`src/rtl/timer_arb_pkg.sv`:
```
// Shared definitions for the timer arbiter: FSM state encoding and default sizing.
// The optional build macro TIMER_ARB_FIXED_PRIO_EN is consumed by timer_arbiter.
package timer_arb_pkg;
   localparam logic [1:0] IDLE = 2'd0;
   localparam logic [1:0] RUN  = 2'd1;
   localparam logic [1:0] DONE = 2'd2;

   localparam int DEF_NUM_REQ   = 4;
   localparam int DEF_CNT_WIDTH = 8;
   localparam int DEF_IDX_W     = $clog2(DEF_NUM_REQ);
endpackage

```
`src/rtl/interval_counter.sv`:
```
// Shared down-counter: clear beats load beats decrement, and the count holds at zero.
module interval_counter
   import timer_arb_pkg::*;
#(
   parameter int CNT_WIDTH = DEF_CNT_WIDTH
) (
   input  logic                 clk,
   input  logic                 reset,
   input  logic                 load,
   input  logic [CNT_WIDTH-1:0] load_val,
   input  logic                 en,
   input  logic                 clear,
   output logic [CNT_WIDTH-1:0] count,
   output logic                 zero
);

   assign zero = (count == '0);

   always_ff @(posedge clk or posedge reset) begin
      if (reset) begin
         count <= '0;
      end else if (clear) begin
         count <= '0;
      end else if (load) begin
         count <= load_val;
      end else if (en && !zero) begin
         count <= count - 1'b1;
      end
   end

endmodule

```
`src/rtl/timer_arbiter.sv`:
```
// Round-robin sharing of one interval timer among NUM_REQ requesters.
// Define TIMER_ARB_FIXED_PRIO_EN for fixed priority (lowest index wins, pointer held at 0).
module timer_arbiter
   import timer_arb_pkg::*;
#(
   parameter int NUM_REQ   = DEF_NUM_REQ,
   parameter int CNT_WIDTH = DEF_CNT_WIDTH
) (
   input  logic                           clk,
   input  logic                           reset,
   input  logic [NUM_REQ-1:0]             req,
   input  logic [NUM_REQ*CNT_WIDTH-1:0]   dur,
   output logic [NUM_REQ-1:0]             grant,
   output logic [NUM_REQ-1:0]             done,
   output logic                           busy,
   output logic [CNT_WIDTH-1:0]           count_out
);

   localparam int IDX_W = $clog2(NUM_REQ);

   logic [1:0]       state;
   logic [IDX_W-1:0] w;
   logic [IDX_W-1:0] ptr;
   logic [IDX_W-1:0] ptr_adv;
   logic [IDX_W-1:0] win_idx;
   logic             win_vld;
   logic [NUM_REQ-1:0] w_onehot;
   logic             cnt_zero;
   logic             aborting;

   function automatic logic [IDX_W-1:0] wrap_idx(input int base, input int off);
      int s;
      s = (base + off) % NUM_REQ;
      return s[IDX_W-1:0];
   endfunction

   // Scan downward in offset so the smallest offset from the pointer wins.
   always_comb begin
      win_vld = 1'b0;
      win_idx = '0;
      for (int k = NUM_REQ - 1; k >= 0; k--) begin
         if (req[wrap_idx(int'(ptr), k)]) begin
            win_vld = 1'b1;
            win_idx = wrap_idx(int'(ptr), k);
         end
      end
   end

`ifdef TIMER_ARB_FIXED_PRIO_EN
   assign ptr_adv = '0;
`else
   assign ptr_adv = (w == IDX_W'(NUM_REQ - 1)) ? '0 : w + 1'b1;
`endif

   assign aborting = (state == RUN) && !req[w];
   assign w_onehot = NUM_REQ'(1) << w;
   assign grant    = (state != IDLE) ? w_onehot : '0;
   assign done     = (state == DONE) ? w_onehot : '0;
   assign busy     = (state != IDLE);

   always_ff @(posedge clk or posedge reset) begin
      if (reset) begin
         state <= IDLE;
         w     <= '0;
         ptr   <= '0;
      end else begin
         case (state)
            IDLE: begin
               if (win_vld) begin
                  w     <= win_idx;
                  state <= RUN;
               end
            end
            RUN: begin
               if (aborting) begin
                  state <= IDLE;
                  ptr   <= ptr_adv;
               end else if (cnt_zero) begin
                  state <= DONE;
               end
            end
            DONE: begin
               state <= IDLE;
               ptr   <= ptr_adv;
            end
            default: state <= IDLE;
         endcase
      end
   end

   interval_counter #(
      .CNT_WIDTH(CNT_WIDTH)
   ) u_counter (
      .clk      (clk),
      .reset    (reset),
      .load     ((state == IDLE) && win_vld),
      .load_val (dur[int'(win_idx)*CNT_WIDTH +: CNT_WIDTH]),
      .en       ((state == RUN) && !aborting),
      .clear    (aborting),
      .count    (count_out),
      .zero     (cnt_zero)
   );

endmodule

```
`config.mk`:
```
export PLATFORM = sky130hd
export DESIGN_NAME = timer_arbiter
export DESIGN_NICKNAME = d
export VERILOG_FILES = /design/src/rtl/timer_arb_pkg.sv /design/src/rtl/interval_counter.sv /design/src/rtl/timer_arbiter.sv
export SDC_FILE = /design/constraint.sdc
export NUM_CORES = 1
export LEC_CHECK = 0
export ABC_AREA = 1
export CAP_MARGIN = 30
export CORE_UTILIZATION = 42
export DETAILED_ROUTE_END_ITERATION = 7
export GPL_TIMING_DRIVEN = 1
export PLACE_DENSITY = 0.87
export SLEW_MARGIN = 20
export SYNTH_ARGS = -nofsm -noshare
export SYNTH_HDL_FRONTEND = slang
export SYNTH_HIERARCHICAL = 1
export SYNTH_SLANG_ARGS = --single-unit
```
`constraint.sdc`:
```
create_clock -name clk -period 1.8 [get_ports clk]
set_input_delay 0.27 -clock clk [delete_from_list [all_inputs] [get_ports clk]]
set_output_delay 0.27 -clock clk [all_outputs]
set_load 0.02 [all_outputs]
```
==> metrics.txt <==
# TYPE chip_impl_metric gauge
chip_impl_info{name="run_status",value="complete, but fails checks"} 1
chip_impl_info{name="failed_checks",value="setup timing"} 1
chip_impl_metric{name="layout.cell_area.non_filler",unit="sq um"} 2890
chip_impl_metric{name="min_period",unit="ps"} 2130
chip_impl_metric{name="clock.fmax",unit="MHz"} 470
chip_impl_metric{name="rows",unit=""} 22
chip_impl_metric{name="detailedPlacementHpwl",unit="microns"} 3570
chip_impl_metric{name="clock_latency_at_the_later_pin_of_the_worst_skew_pair",unit="ps"} 250
chip_impl_metric{name="clkTransAtPathRegs",unit="ps"} 70
chip_impl_metric{name="post_synth.cell_area_avg",unit="sq um"} 5.81
chip_impl_metric{name="cts_buffer_depth",unit=""} 2
chip_impl_metric{name="timing_worst_slew_pin_value",unit="ps"} 303
chip_impl_metric{name="synthesis.nets",unit=""} 336
chip_impl_info{name="critical_path_class",value="reg2reg"} 1
chip_impl_metric{name="detail_route.vias_per_cell",unit=""} 5.44
chip_impl_metric{name="drive_above_1_share",unit=""} 0.305
chip_impl_metric{name="die_area",unit="sq um"} 4290
chip_impl_metric{name="seq_area_frac_synth",unit=""} 0.207
chip_impl_metric{name="number_of_nets_in_the_final_layout",unit=""} 428
chip_impl_metric{name="first_global_vias",unit=""} 2247
chip_impl_metric{name="grt_start_max_net_pins",unit=""} 15
chip_impl_info{name="clock_tree.root_cell",value="sky130_fd_sc_hd__clkbuf_8"} 1
chip_impl_metric{name="global_route.usage.total",unit=""} 0.304
chip_impl_metric{name="gr-total-overflow",unit=""} 0
chip_impl_metric{name="dpl_worst_slack",unit="ps"} -514
chip_impl_metric{name="synthesis.yosys.warnings",unit=""} 6
chip_impl_metric{name="critPathMaxStageDelay",unit="ps"} 460
chip_impl_metric{name="die_x",unit="microns"} 65.5
chip_impl_metric{name="drt-pass1-iter-count",unit=""} 8
chip_impl_info{name="crit_family",value="simple AND/OR/NAND/NOR gates"} 1
chip_impl_metric{name="numPortBuffers",unit=""} 54
chip_impl_metric{name="drv_slew",unit=""} 0
chip_impl_metric{name="placement.cell_area",unit="sq um"} 2410
chip_impl_metric{name="powerDensity",unit="nW/um^2"} 2230
chip_impl_metric{name="design.core.area",unit="sq um"} 3770
chip_impl_metric{name="timing.final.crit_share",unit=""} 1.18
chip_impl_info{name="setup.worst_path.end_class",value="flop"} 1
chip_impl_metric{name="worst_hold_slack",unit="ps"} 268
chip_impl_info{name="rsz0062_at_grt",value="true"} 1
chip_impl_metric{name="drc",unit=""} 0
chip_impl_metric{name="finalSetupViolCount",unit=""} 9
chip_impl_metric{name="gpl.final_weighted_congestion",unit=""} 0.947
chip_impl_info{name="layout.cells.most_common",value="sky130_fd_sc_hd__nand2_1"} 1
chip_impl_info{name="crit_path_cell_trace",value="buf_6 > nand2_4 > o21ai_4 > nand2_2 > nand2_2 > inv_4 > buf_6 > nand3_4 > buf_6 > nand2_4 > nand2_1 > nand3_1 > nand2_1 > nand2_1 > nand2_2 > nand3_2 > nand2_1"} 1
chip_impl_metric{name="synthesis.area",unit="sq um"} 1700
chip_impl_metric{name="post_layout_nonfiller_instances",unit=""} 431
chip_impl_metric{name="finalWorstSetupSlack",unit="ps"} -328
chip_impl_metric{name="htreeDepth",unit=""} 1
chip_impl_metric{name="via_count",unit=""} 2345
chip_impl_metric{name="yosysUniqueCellTypes",unit=""} 27
chip_impl_metric{name="worstPathMaxFanout",unit=""} 5
chip_impl_info{name="tritoncts_clock_tree",value="yes"} 1
chip_impl_metric{name="worst-endpoint-arrival",unit="ps"} 2270
chip_impl_metric{name="timing.critical_path.required",unit="ps"} 1940
chip_impl_metric{name="cts_buffers",unit=""} 3
chip_impl_metric{name="worstPathBufferInverterCount",unit=""} 4
chip_impl_metric{name="floorplan.initialDensity",unit=""} 0.450
chip_impl_metric{name="layout.filler_cells",unit=""} 259
chip_impl_metric{name="clkSinkCount",unit=""} 14
chip_impl_metric{name="worst_ir_drop_vdd",unit="V"} 0.000924
chip_impl_metric{name="relSlewSlack",unit=""} 0.798
chip_impl_metric{name="drt-total-wl",unit="microns"} 6310
chip_impl_metric{name="maxCapViolations",unit=""} 0
chip_impl_metric{name="power_leakage",unit="nW"} 1.57
chip_impl_info{name="critPathMostFrequentCell",value="sky130_fd_sc_hd__nand2_1"} 1
chip_impl_info{name="holdCritPathClass",value="in2async"} 1
chip_impl_metric{name="hold_violations",unit=""} 0
chip_impl_info{name="critical_path_startpoint_category",value="flop"} 1
chip_impl_info{name="timing.critical_path.slowest_stage_cell",value="sky130_fd_sc_hd__dfrtp_2"} 1
chip_impl_metric{name="drtIter0Drc",unit=""} 152
chip_impl_metric{name="area_growth",unit="%"} 70.7
chip_impl_metric{name="dpl.cell_count",unit=""} 408
chip_impl_metric{name="antenna_left",unit=""} 0
chip_impl_metric{name="wire_length_of_the_first_global_routing_pass",unit="microns"} 9910
chip_impl_metric{name="die_y",unit="microns"} 65.5
chip_impl_metric{name="grt_antenna_before_repair",unit=""} 0
chip_impl_metric{name="boundaryPins",unit=""} 55
chip_impl_metric{name="synthesis.instances",unit=""} 292
chip_impl_metric{name="num_antenna_cells",unit=""} 0
chip_impl_info{name="layout.cells.most_common_list",value="72 x sky130_fd_sc_hd__nand2_1, 56 x sky130_fd_sc_hd__inv_1, 41 x sky130_fd_sc_hd__clkdlybuf4s50_1"} 1
chip_impl_metric{name="synth-seq-cells",unit=""} 14
chip_impl_metric{name="routed_wire_length_per_instance",unit="microns"} 14.6
chip_impl_metric{name="power.total",unit="mW"} 6.46
chip_impl_metric{name="finalClockSkew",unit="ps"} 6.66
[cell type report]
| cell class | instances | area, sq um | area share |
|---|---|---|---|
| flip-flops and latches | 14 | 354 | 0.122 |
| clock buffers | 4 | 55.1 | 0.0190 |
| inverters | 63 | 243 | 0.0839 |
| well taps | 48 | 60.1 | 0.0208 |
| multi-input cells | 212 | 1260 | 0.437 |
| repair buffers | 90 | 918 | 0.317 |
[power breakdown]
| part | switching, mW | internal, mW |
|---|---|---|
| logic | 3.11 | 2.36 |
| registers | 0.193 | 0.471 |
| clock network | 0.127 | 0.194 |
| total | 3.43 | 3.02 |
[layer usage]
metal	track usage	share of wire	vias up
li1	-	-	1080
met1	0.335	0.36	1063
met2	0.528	0.50	156
met3	0.0469	0.078	46
met4	0.215	0.058	0
met5	0	0	-
[state kept, by name (all words and copies together), names as in the netlist]
signal           flops
ptr                  2
state                2
u_counter/count      8
w                    2
[synth_stat cells]
| library cell | count | share of area |
|---|---|---|
| sky130_fd_sc_hd__nor4_1 | 1 | 0.0037 |
| sky130_fd_sc_hd__nor2_2 | 2 | 0.0074 |
| sky130_fd_sc_hd__nand2_2 | 18 | 0.066 |
| sky130_fd_sc_hd__xnor2_1 | 1 | 0.0052 |
| sky130_fd_sc_hd__o21ai_0 | 12 | 0.035 |
| sky130_fd_sc_hd__nand3_2 | 3 | 0.018 |
| sky130_fd_sc_hd__nand3b_1 | 1 | 0.0044 |
| sky130_fd_sc_hd__inv_1 | 61 | 0.14 |
| sky130_fd_sc_hd__nand2_4 | 2 | 0.013 |
| sky130_fd_sc_hd__nand3_1 | 45 | 0.13 |
| sky130_fd_sc_hd__a21oi_1 | 4 | 0.012 |
| sky130_fd_sc_hd__nand3_4 | 1 | 0.010 |
| sky130_fd_sc_hd__o21ai_2 | 2 | 0.010 |
| sky130_fd_sc_hd__buf_4 | 2 | 0.0089 |
| sky130_fd_sc_hd__a21oi_4 | 1 | 0.0096 |
| sky130_fd_sc_hd__nand2_1 | 88 | 0.19 |
| sky130_fd_sc_hd__buf_6 | 1 | 0.0066 |
| sky130_fd_sc_hd__inv_2 | 1 | 0.0022 |
| sky130_fd_sc_hd__ha_1 | 6 | 0.044 |
| sky130_fd_sc_hd__a31oi_1 | 1 | 0.0037 |
| sky130_fd_sc_hd__buf_12 | 1 | 0.012 |
| sky130_fd_sc_hd__nor2_1 | 19 | 0.042 |
| sky130_fd_sc_hd__clkinv_2 | 1 | 0.0029 |
| sky130_fd_sc_hd__clkbuf_1 | 1 | 0.0022 |
| sky130_fd_sc_hd__dfrtp_1 | 14 | 0.21 |
| sky130_fd_sc_hd__nor3_1 | 1 | 0.0029 |
| sky130_fd_sc_hd__nand4_1 | 2 | 0.0074 |
[metrics by stage]
stage                     TNS [ps]   util
after floorplan                  0      -
after global placement       -3140  0.640
after detailed placement     -4300  0.640
after CTS                    -1110  0.742
after global routing         -3020  0.767
final                        -2060  0.767
[cells by family after synthesis]
| kind of cell | count (synthesis) | synth area share |
|---|---|---|
| AO/OA/AOI/OAI | 20 | 0.0709 |
| XOR/XNOR | 1 | 0.00517 |
| adder cells (fa/ha/maj) | 6 | 0.0443 |
| buffers and inverters | 68 | 0.170 |
| flip-flops | 14 | 0.207 |
| AND/OR/NAND/NOR | 183 | 0.503 |
[final timing paths]
path / from / endpoint / slack (ps) / cells after the start
min in group clk: u_counter/count[0]$_DFFE_PP0P_ / u_counter/count[0]$_DFFE_PP0P_ / 550 / 2
setup / recovery: ptr[0]$_DFFE_PP0P_ / u_counter/count[6]$_DFFE_PP0P_ / -330 / 17
max in group asynchronous: reset / u_counter/count[1]$_DFFE_PP0P_ / 1270 / 2
setup reg to reg: ptr[0]$_DFFE_PP0P_ / u_counter/count[6]$_DFFE_PP0P_ / -330 / 17
hold reg to reg: u_counter/count[0]$_DFFE_PP0P_ / u_counter/count[0]$_DFFE_PP0P_ / 550 / 2
hold / removal: reset / state[1]$_DFFE_PP0P_ / 270 / 2
[timing repair]
item                                    4_1_cts  5_1_grt
setup buffers                                13        2
endpoints found under the setup margin       17       15
pin swaps                                    25       15
gates resized for setup                      60       34
gates cloned                                  4        0
hold buffers                                  0        0
No activity file was read; power rests on OpenSTA's default activity.
